### config.mk
export PLATFORM = sky130hd
export DESIGN_NAME = otter_intc_flat
export DESIGN_NICKNAME = d
export VERILOG_FILES = /design/src/rtl/otter_intc_if.sv /design/src/rtl/otter_intc.sv /design/src/flat_wrapper.sv
export SDC_FILE = /design/constraint.sdc
export NUM_CORES = 1
export LEC_CHECK = 0
export ABC_AREA = 1
export CORE_MARGIN = 3
export CORE_UTILIZATION = 47
export CTS_BUF_LIST = sky130_fd_sc_hd__clkbuf_16
export DETAILED_ROUTE_END_ITERATION = 6
export PLACE_DENSITY = 0.93
export SYNTH_ARGS = -nofsm -noshare
export SYNTH_HDL_FRONTEND = slang
export SYNTH_SLANG_ARGS = --single-unit
### constraint.sdc
create_clock -name CLK -period 2.4 [get_ports CLK]
set_input_delay 0.36 -clock CLK [delete_from_list [all_inputs] [get_ports CLK]]
set_output_delay 0.36 -clock CLK [all_outputs]
set_load 0.005 [all_outputs]
### src/rtl/otter_intc_if.sv
// otter_intc_if: IOBUS register access plus CU interrupt handshake for otter_intc
//   IO_ADDR/IO_WDATA/IO_WR : IOBUS write side (driven by the MCU)
//   IO_RDATA/IO_HIT        : combinational register read data and address-hit flag
//   INT_ACK/MRET           : CU int_taken / mret_exec pulses
//   INTR/CLAIM_ID          : interrupt request to the CU and in-service source id (0 = none)
interface otter_intc_if;
    logic [31:0] IO_ADDR;
    logic [31:0] IO_WDATA;
    logic        IO_WR;
    logic [31:0] IO_RDATA;
    logic        IO_HIT;
    logic        INT_ACK;
    logic        MRET;
    logic        INTR;
    logic [4:0]  CLAIM_ID;
    modport master (output IO_ADDR, IO_WDATA, IO_WR, INT_ACK, MRET,
                    input  IO_RDATA, IO_HIT, INTR, CLAIM_ID);
    modport slave  (input  IO_ADDR, IO_WDATA, IO_WR, INT_ACK, MRET,
                    output IO_RDATA, IO_HIT, INTR, CLAIM_ID);
endinterface

### src/rtl/otter_intc.sv
// otter_intc: multi-source fixed-priority interrupt controller for the OTTER MCU
//   CLK    : system clock, rising edge
//   RST    : asynchronous reset, active-low
//   IRQ_IN : asynchronous requests, bit 0 = highest priority
//   bus    : otter_intc_if.slave (IOBUS register block + CU INTR/INT_ACK/MRET/CLAIM_ID)
//   Optional macro OTTER_INTC_SWTRIG_EN adds the write-only SW_SET register at offset 0x14.
module otter_intc #(
    parameter int          NUM_SRC     = 8,
    parameter logic [31:0] BASE_ADDR   = 32'h1100_0100,
    parameter int          SYNC_STAGES = 2
) (
    input  logic               CLK,
    input  logic               RST,
    input  logic [NUM_SRC-1:0] IRQ_IN,
    otter_intc_if.slave        bus
);
`ifdef OTTER_INTC_SWTRIG_EN
    localparam logic [31:0] SPAN = 32'h18;
`else
    localparam logic [31:0] SPAN = 32'h14;
`endif
    typedef enum logic [1:0] {IDLE, REQ, SERVICE} state_t;
    state_t             state_q, state_d;
    logic [NUM_SRC-1:0] sync_q [SYNC_STAGES];
    logic [NUM_SRC-1:0] sync_d [SYNC_STAGES];
    logic [NUM_SRC-1:0] prev_q, prev_d, pending_q, pending_d, enable_q, enable_d, edge_q, edge_d;
    logic [4:0]         claim_q, claim_d, win_id, claim_rd;
    logic [31:0]        off, rd;
    logic [2:0]         word;
    logic               wr_en, unused_wdata;
    logic [NUM_SRC-1:0] synced, active, win_mask, set_v, clr_v, wdata;
    // Unsigned offset compare also rejects addresses below BASE_ADDR (they wrap high).
    assign off          = bus.IO_ADDR - BASE_ADDR;
    assign bus.IO_HIT   = off < SPAN;
    assign word         = off[4:2];
    assign wr_en        = bus.IO_WR & bus.IO_HIT;
    assign wdata        = bus.IO_WDATA[NUM_SRC-1:0];
    assign unused_wdata = ^bus.IO_WDATA[31:NUM_SRC];
    assign synced       = sync_q[SYNC_STAGES-1];
    assign active       = pending_q & enable_q;
    // Two's-complement trick isolates the lowest set bit = highest-priority winner.
    assign win_mask     = active & (~active + NUM_SRC'(1));
    assign bus.INTR     = state_q == REQ;
    assign bus.CLAIM_ID = claim_q;
    assign claim_rd     = state_q == SERVICE ? claim_q : win_id;
    always_comb begin
        win_id = '0;
        for (int i = NUM_SRC - 1; i >= 0; i--)
            if (active[i]) win_id = 5'(i + 1);
    end
    always_comb begin
        sync_d[0] = IRQ_IN;
        for (int s = 1; s < SYNC_STAGES; s++) sync_d[s] = sync_q[s-1];
        prev_d  = synced;
        set_v   = edge_q & synced & ~prev_q;
        clr_v   = (wr_en && word == 3'd0) ? wdata : '0;
`ifdef OTTER_INTC_SWTRIG_EN
        set_v   = set_v | ((wr_en && word == 3'd5) ? wdata : '0);
`endif
        state_d = state_q;
        claim_d = claim_q;
        case (state_q)
            IDLE:    if (|active) state_d = REQ;
            REQ:
                if (!(|active)) state_d = IDLE;
                else if (bus.INT_ACK) begin
                    state_d = SERVICE;
                    claim_d = win_id;
                    clr_v   = clr_v | win_mask;
                end
            SERVICE:
                if (bus.MRET || (wr_en && word == 3'd4)) begin
                    state_d = IDLE;
                    claim_d = '0;
                end
            default: state_d = IDLE;
        endcase
        // Edge bits: set beats clear; level bits simply follow the synchronised input.
        pending_d = (edge_q & (set_v | (pending_q & ~clr_v))) | (~edge_q & synced);
        enable_d  = (wr_en && word == 3'd1) ? wdata : enable_q;
        edge_d    = (wr_en && word == 3'd2) ? wdata : edge_q;
    end
    always_comb begin
        rd = '0;
        case (word)
            3'd0:    rd = 32'(pending_q);
            3'd1:    rd = 32'(enable_q);
            3'd2:    rd = 32'(edge_q);
            3'd3:    rd = 32'(claim_rd);
            default: rd = '0;
        endcase
        bus.IO_RDATA = bus.IO_HIT ? rd : '0;
    end
    always_ff @(posedge CLK or negedge RST) begin
        if (!RST) begin
            sync_q    <= '{default: '0};
            prev_q    <= '0;
            pending_q <= '0;
            enable_q  <= '0;
            edge_q    <= '0;
            claim_q   <= '0;
            state_q   <= IDLE;
        end else begin
            sync_q    <= sync_d;
            prev_q    <= prev_d;
            pending_q <= pending_d;
            enable_q  <= enable_d;
            edge_q    <= edge_d;
            claim_q   <= claim_d;
            state_q   <= state_d;
        end
    end
endmodule

### src/flat_wrapper.sv
// flat-port wrapper written by rule: the top's interface ports become plain ports
module otter_intc_flat 
#(
    parameter int          NUM_SRC     = 8,
    parameter logic [31:0] BASE_ADDR   = 32'h1100_0100,
    parameter int          SYNC_STAGES = 2
)
  (CLK, RST, IRQ_IN, bus_IO_ADDR, bus_IO_WDATA, bus_IO_WR, bus_INT_ACK, bus_MRET, bus_IO_RDATA, bus_IO_HIT, bus_INTR, bus_CLAIM_ID);
  otter_intc_if bus_i ();
  input  logic CLK;
  input  logic RST;
  input  logic [NUM_SRC-1:0] IRQ_IN;
  input wire logic [$bits(bus_i.IO_ADDR)-1:0] bus_IO_ADDR;
  input wire logic [$bits(bus_i.IO_WDATA)-1:0] bus_IO_WDATA;
  input wire logic [$bits(bus_i.IO_WR)-1:0] bus_IO_WR;
  input wire logic [$bits(bus_i.INT_ACK)-1:0] bus_INT_ACK;
  input wire logic [$bits(bus_i.MRET)-1:0] bus_MRET;
  output wire logic [$bits(bus_i.IO_RDATA)-1:0] bus_IO_RDATA;
  output wire logic [$bits(bus_i.IO_HIT)-1:0] bus_IO_HIT;
  output wire logic [$bits(bus_i.INTR)-1:0] bus_INTR;
  output wire logic [$bits(bus_i.CLAIM_ID)-1:0] bus_CLAIM_ID;
  assign bus_i.IO_ADDR = bus_IO_ADDR;
  assign bus_i.IO_WDATA = bus_IO_WDATA;
  assign bus_i.IO_WR = bus_IO_WR;
  assign bus_i.INT_ACK = bus_INT_ACK;
  assign bus_i.MRET = bus_MRET;
  assign bus_IO_RDATA = bus_i.IO_RDATA;
  assign bus_IO_HIT = bus_i.IO_HIT;
  assign bus_INTR = bus_i.INTR;
  assign bus_CLAIM_ID = bus_i.CLAIM_ID;
  otter_intc #(.NUM_SRC(NUM_SRC), .BASE_ADDR(BASE_ADDR), .SYNC_STAGES(SYNC_STAGES)) u_core (.CLK(CLK), .RST(RST), .IRQ_IN(IRQ_IN), .bus(bus_i));
endmodule
== Yosys cells after proc, flatten, opt, wreduce, memory -nomap -nowiden ==
Cells that the tools add are included.

* Logic and storage cells: 72
* Input port bits: 77
* Flip-flop bits (word level): 55
* Output and inout port bits: 39

* Multiplexer cells: 24
* Add/sub/neg operators: 2
* Bitwise logic cells: 15
* Reduce and logical (&&, ||, !) cells: 11
* $lt $le $gt $ge: 1
* Equality and inequality tests: 11

{| class="wikitable"
|+ Operators with widths
! kind !! count
|-
| 8-bit bitwise AND || 7
|-
| 5-bit two-way mux || 11
|-
| 8-bit two-way mux || 5
|-
| 32-bit by 5-bit < comparator with 1-bit output (second input constant) || 1
|-
| 8-bit inverter || 4
|-
| 8-bit one-hot mux with 4 select lines || 1
|-
| 32-bit by 29-bit subtractor with 32-bit output (second input constant) || 1
|-
| 8-bit bitwise OR || 3
|-
| 5-bit one-hot mux with 2 select lines || 1
|-
| 8-bit by 1-bit adder with 8-bit output (second input constant) || 1
|-
| 2-bit two-way mux || 4
|-
| 8-bit OR reduction || 1
|-
| 3-bit by 2-bit equality test with 1-bit output (second input constant) || 2
|-
| 2-bit one-hot mux with 3 select lines || 1
|-
| 1-bit logical AND || 4
|-
| 4-bit two-way mux || 1
|-
| 2-bit by 1-bit != test with 1-bit output (second input constant) || 2
|-
| 2-bit != test (second input constant) || 2
|-
| 4-bit AND reduction || 1
|-
| 3-bit by 1-bit equality test with 1-bit output (second input constant) || 1
|-
| 3-bit equality test (second input constant) || 1
|-
| 3-bit logical NOT || 1
|-
| 3-bit != test (second input constant) || 1
|-
| 3-bit AND reduction || 1
|-
| 6 further kinds || 6
|}

== Longest topological paths before layout ==
* Depth in word-level cells: 14
* Mapped depth: 17
* Mapped depth without buffers: 17

== Worst setup path after synthesis ==
No wires, ideal clock.

* Path kind: input port to output port
* From: input port bus_IO_ADDR[9]
* To: output port bus_IO_RDATA[0]
* Cell stages on the path: 13
* Buffers on the path: 0
* Required time: 2040 ps
* Data arrival time: 1777 ps
* Setup slack: 263 ps
* Cell sequence: nor2_4 nand2_2 nor2_1 nand2_1 nand3_1 nand2_1 inv_1 nand4_1 nor3_1 nand2_1 nor2_1 nand2_1 nor2_1

* Longest elaborated chain between the ends: 3

{| class="wikitable"
|+ RTL lines
! element !! RTL line !! RTL
|-
| from (decl) || flat_wrapper.sv:13 || <nowiki>input wire logic [$bits(bus_i.IO_ADDR)-1:0] bus_IO_ADDR;</nowiki>
|-
| 32-bit by 29-bit subtractor with 32-bit output || otter_intc.sv:33 || <nowiki>assign off = bus.IO_ADDR - BASE_ADDR;</nowiki>
|-
| 32-bit by 5-bit < comparator with 1-bit output || otter_intc.sv:34 || <nowiki>assign bus.IO_HIT = off < SPAN;</nowiki>
|-
| named net bus_IO_HIT || flat_wrapper.sv:19 || <nowiki>output wire logic [$bits(bus_i.IO_HIT)-1:0] bus_IO_HIT;</nowiki>
|-
| 8-bit two-way mux || otter_intc.sv:92 || <nowiki>bus.IO_RDATA = bus.IO_HIT ? rd : '0;</nowiki>
|-
| to (decl) || flat_wrapper.sv:18 || <nowiki>output wire logic [$bits(bus_i.IO_RDATA)-1:0] bus_IO_RDATA;</nowiki>
|}

The timed path passes the listed nets, and every way through them passes these cells.

== Worst setup path after layout ==
* From: input port bus_IO_ADDR[9]
* To: output port bus_IO_RDATA[0]

* Longest elaborated chain between the ends: 3

{| class="wikitable"
|+ RTL lines
! element !! RTL line
|-
| 32-bit by 29-bit subtractor with 32-bit output || otter_intc.sv:33
|-
| 32-bit by 5-bit < comparator with 1-bit output || otter_intc.sv:34
|-
| 8-bit two-way mux || otter_intc.sv:92
|}

No other way between the ends.

==> impl_metrics.py <==
metrics = {
    "yosys": {
        "yosysMostFrequentCell": "nand2_1",
        "syn_inst": 514,
        "syn_avg_cell_area_um2": 7.144,
        "synth_cell_types": 33,
        "yosys-top-cells-count": "150 x nand2_1, 79 x inv_1, 54 x dfrtp_1",
        "yosysTopAreaCell": "dfrtp_1",
        "ys_seq_area_share_pct": 36.80,
        "syn-cell-area_um2": 3672,
        "yosys_warnings": 0,
        "yosysTopAreaCellShare_pct": 36.80,
        "ys_ff_latch": 54,
        "synth.top_cells.by_area": "dfrtp_1 37%, nand2_1 15%, inv_1 8.1%, buf_4 5.1%, nor2_1 5.0%",
        "synth_flop_cell": "dfrtp_1",
        "synth-edff-count": 0,
        "synthArstFlopShare_pct": 100.0,
    },
    "finish": {
        "drive_gt1_share_pct": 32.40,
        "fin_nets": 755,
        "final_area_um2": 5350,
        "finalNonFillerCells": 778,
        "area_growth_pct": 45.69,
        "antenna_cells": 0,
        "final_util_pct": 72.22,
    },
    "global_routing": {
        "grt.overflow.total": 0,
        "grt_pass1_vias": 3945,
        "grt_pass1_wl_um": 17660,
        "track_usage_pct": 24.87,
        "antenna_found_initial": 0,
        "grt_max_degree": 45,
    },
    "routing": {
        "wl_per_cell_um": 14.79,
        "vias": 4089,
        "first_pass_iters": 5,
        "vias_per_cell": 5.256,
        "drtIter0Drc": 376,
        "remaining_drc_errors": 0,
        "wl_um": 11500,
        "ant_nets": 0,
    },
    "power": {
        "p_sw_mw": 0.8339,
        "clock_power_share_pct": 32.0,
        "p_int_mw": 1.816,
        "power_mw": 2.649,
        "leakage_nw": 2.758,
        "peakVddDrop_uv": 357.7,
        "power_frac_seq_pct": 39.1,
        "power.share.switching_pct": 31.47,
        "power.density_nw_per_um2": 495.2,
        "p_comb_share_pct": 28.9,
    },
    "place": {
        "io_buffers": 64,
        "pre_cts_ws_ns": -1.013,
        "place_area_um2": 4830,
        "place_inst": 743,
        "dp_hpwl_um": 7974,
        "gp_congestion": 0.9858,
    },
    "clock_network": {
        "cts_buffers": 5,
        "cts_sinks": 54,
        "clk_pin_slew_ns": 0.07,
        "hold_buffers": 0,
        "clockRootBuffer": "clkbuf_16",
        "clock_latency_ns": 0.30,
        "ctsLongestPathBuffers": 2,
        "cts_max_level": 2,
        "cts_tree": "yes",
    },
    "sta": {
        "setup_slack_ns": -0.2050,
        "fin_crit_sh_pct": 108.5,
        "finalMaxSlewViolations": 0,
        "max_freq_ghz": 0.3839,
        "setup_violations": 8,
        "min_period_ns": 2.605,
        "slew_headroom_pct": 38.04,
        "clock_skew_ns": 0.005529,
        "final-hold-violation-count": 0,
        "whs_ns": 0.2003,
        "rsz0062_at_grt": "true",
        "setup_tns_ns": -1.431,
        "worstMarginPinSlew_ns": 0.9294,
    },
    "worst_setup_path": {
        "endpoint_kind": "primary output",
        "r2r_slack_ns": 0.44,
        "slowest_delay_ns": 0.20,
        "cp_slowest_cell": "nor2_4",
        "reg2reg_to": "u_core.pending_q[5]",
        "cp.required_ns": 2.04,
        "worstPathArrival_ns": 2.24,
        "start_kind": "input port",
        "crit_top_cell": "nand2_2",
        "path_class": "in -> out",
        "crit_chain": "buf_8, nor2_4, nand2_4, nor2_8, nand2_4, nand2_2, nand2_2, nand2_2, and2_4, nand3_2, nor3_2, nand2_1, nor2_2, nand2_2, buf_6, nor2_4, buf_2",
        "rr_worst_depth": 13,
        "crit_fanout": 4,
        "reg2reg_from": "u_core.pending_q[2]",
    },
    "floorplanning": {
        "coreArea_um2": 7408,
        "die-area_um2": 8910,
        "die_h_um": 94.40,
        "ios": 116,
        "initial_core_util_pct": 49.57,
        "die_x_um": 94.40,
        "rows": 31,
    },
    "status": {
        "status": "finished with violations",
        "failed_checks": "negative setup slack",
    },
    "hold_path": {
        "hold_class": "in -> async",
    },
    "run": {
        "drv_cap": 0,
    },
}
flip-flops by register name, summed over array words and instances, names as in the netlist:
name,flops
u_core.enable_q,8
u_core.bus.CLAIM_ID,4
u_core.prev_q,8
u_core.pending_q,8
u_core.prev_d,8
u_core.edge_q,8
u_core.sync_d,8
u_core.state_q,2
critical path, delay by kind of cell:
kind          cells  cell delay (ns)
simple gates     14             1.52
buf+inv           3             0.36
worst max-delay path by stage:
stage                               start              end  slack [ns]
after floorplan            bus_IO_ADDR[9]  bus_IO_RDATA[0]        0.26
after global placement    bus_IO_ADDR[11]  bus_IO_RDATA[7]       -0.92
after detailed placement  bus_IO_ADDR[11]  bus_IO_RDATA[3]       -1.01
after CTS                  bus_IO_ADDR[8]  bus_IO_RDATA[3]       -0.15
after global routing      bus_IO_ADDR[27]  bus_IO_RDATA[0]       -0.28
final                      bus_IO_ADDR[9]  bus_IO_RDATA[0]       -0.20
area by class of cell:
cell class              instances  area, um2
well taps                      99      123.9
clock inverters                 3      48.80
clock buffers                   5      125.1
multi-input cells             376       2106
inverters                      81      306.5
repair buffers                160       1289
fillers                       530       2058
flip-flops and latches         54       1351
placed cells by master, fill, tap and decap left out, types with 4 or more instances in the layout:
| master | count |
|---|---|
| nand2_1 | 139 |
| buf_4 | 94 |
| inv_1 | 76 |
| dfrtp_1 | 54 |
| clkdlybuf4s50_1 | 30 |
| nor2_1 | 29 |
| nand3_1 | 28 |
| conb_1 | 25 |
| nand2_2 | 22 |
| nor2_2 | 18 |
| buf_2 | 17 |
| nor2_4 | 16 |
| nand4_1 | 13 |
| o21ai_1 | 13 |
| a21oi_1 | 9 |
| buf_6 | 7 |
| nand2_4 | 6 |
| nor3_1 | 6 |
| o22ai_1 | 6 |
| o21ai_0 | 5 |
| nand3_2 | 5 |
| nand3b_1 | 5 |
| nand3_4 | 5 |
| clkbuf_16 | 5 |
| dlygate4sd2_1 | 5 |
| nor2_8 | 4 |
| inv_2 | 4 |
power by group through the flow:
stage                     Clock, mW  Sequential (mW)  Combinational, mW
after floorplan                   0             1.04              0.378
after global placement            0             1.05              0.682
after detailed placement          0             1.05              0.699
after CTS                     0.847             1.03              0.726
after global routing          0.893             1.04              0.839
final                         0.848             1.04              0.766
logic make-up (layout without fill, tap and decap cells):
logic type,count (synthesis),count (layout),synth area share [%]
AO/OA/AOI/OAI,45,45,7.087
AND/OR/NAND/NOR,304,306,41.60
other,1,25,0.1021
buffers and inverters,110,249,14.41
flip-flops,54,54,36.80
metal layers:
layer,up-vias,track usage (%),part of all wire (%),wire [um]
li1,1910,-,-,-
met1,1892,31.03,40,4554
met2,233,43.26,49,5630
met3,54,3.187,7.5,858
met4,0,10.59,4.0,460
met5,-,0,0,0
what timing repair did:
action | CTS | global route
setup endpoints to repair | 33 | 37
pin swaps | 40 | 32
gates resized for setup | 152 | 38
buffers inserted | 22 | 7
cloned | 1 | 1
Note: power is estimated with default switching activity, not from simulation.
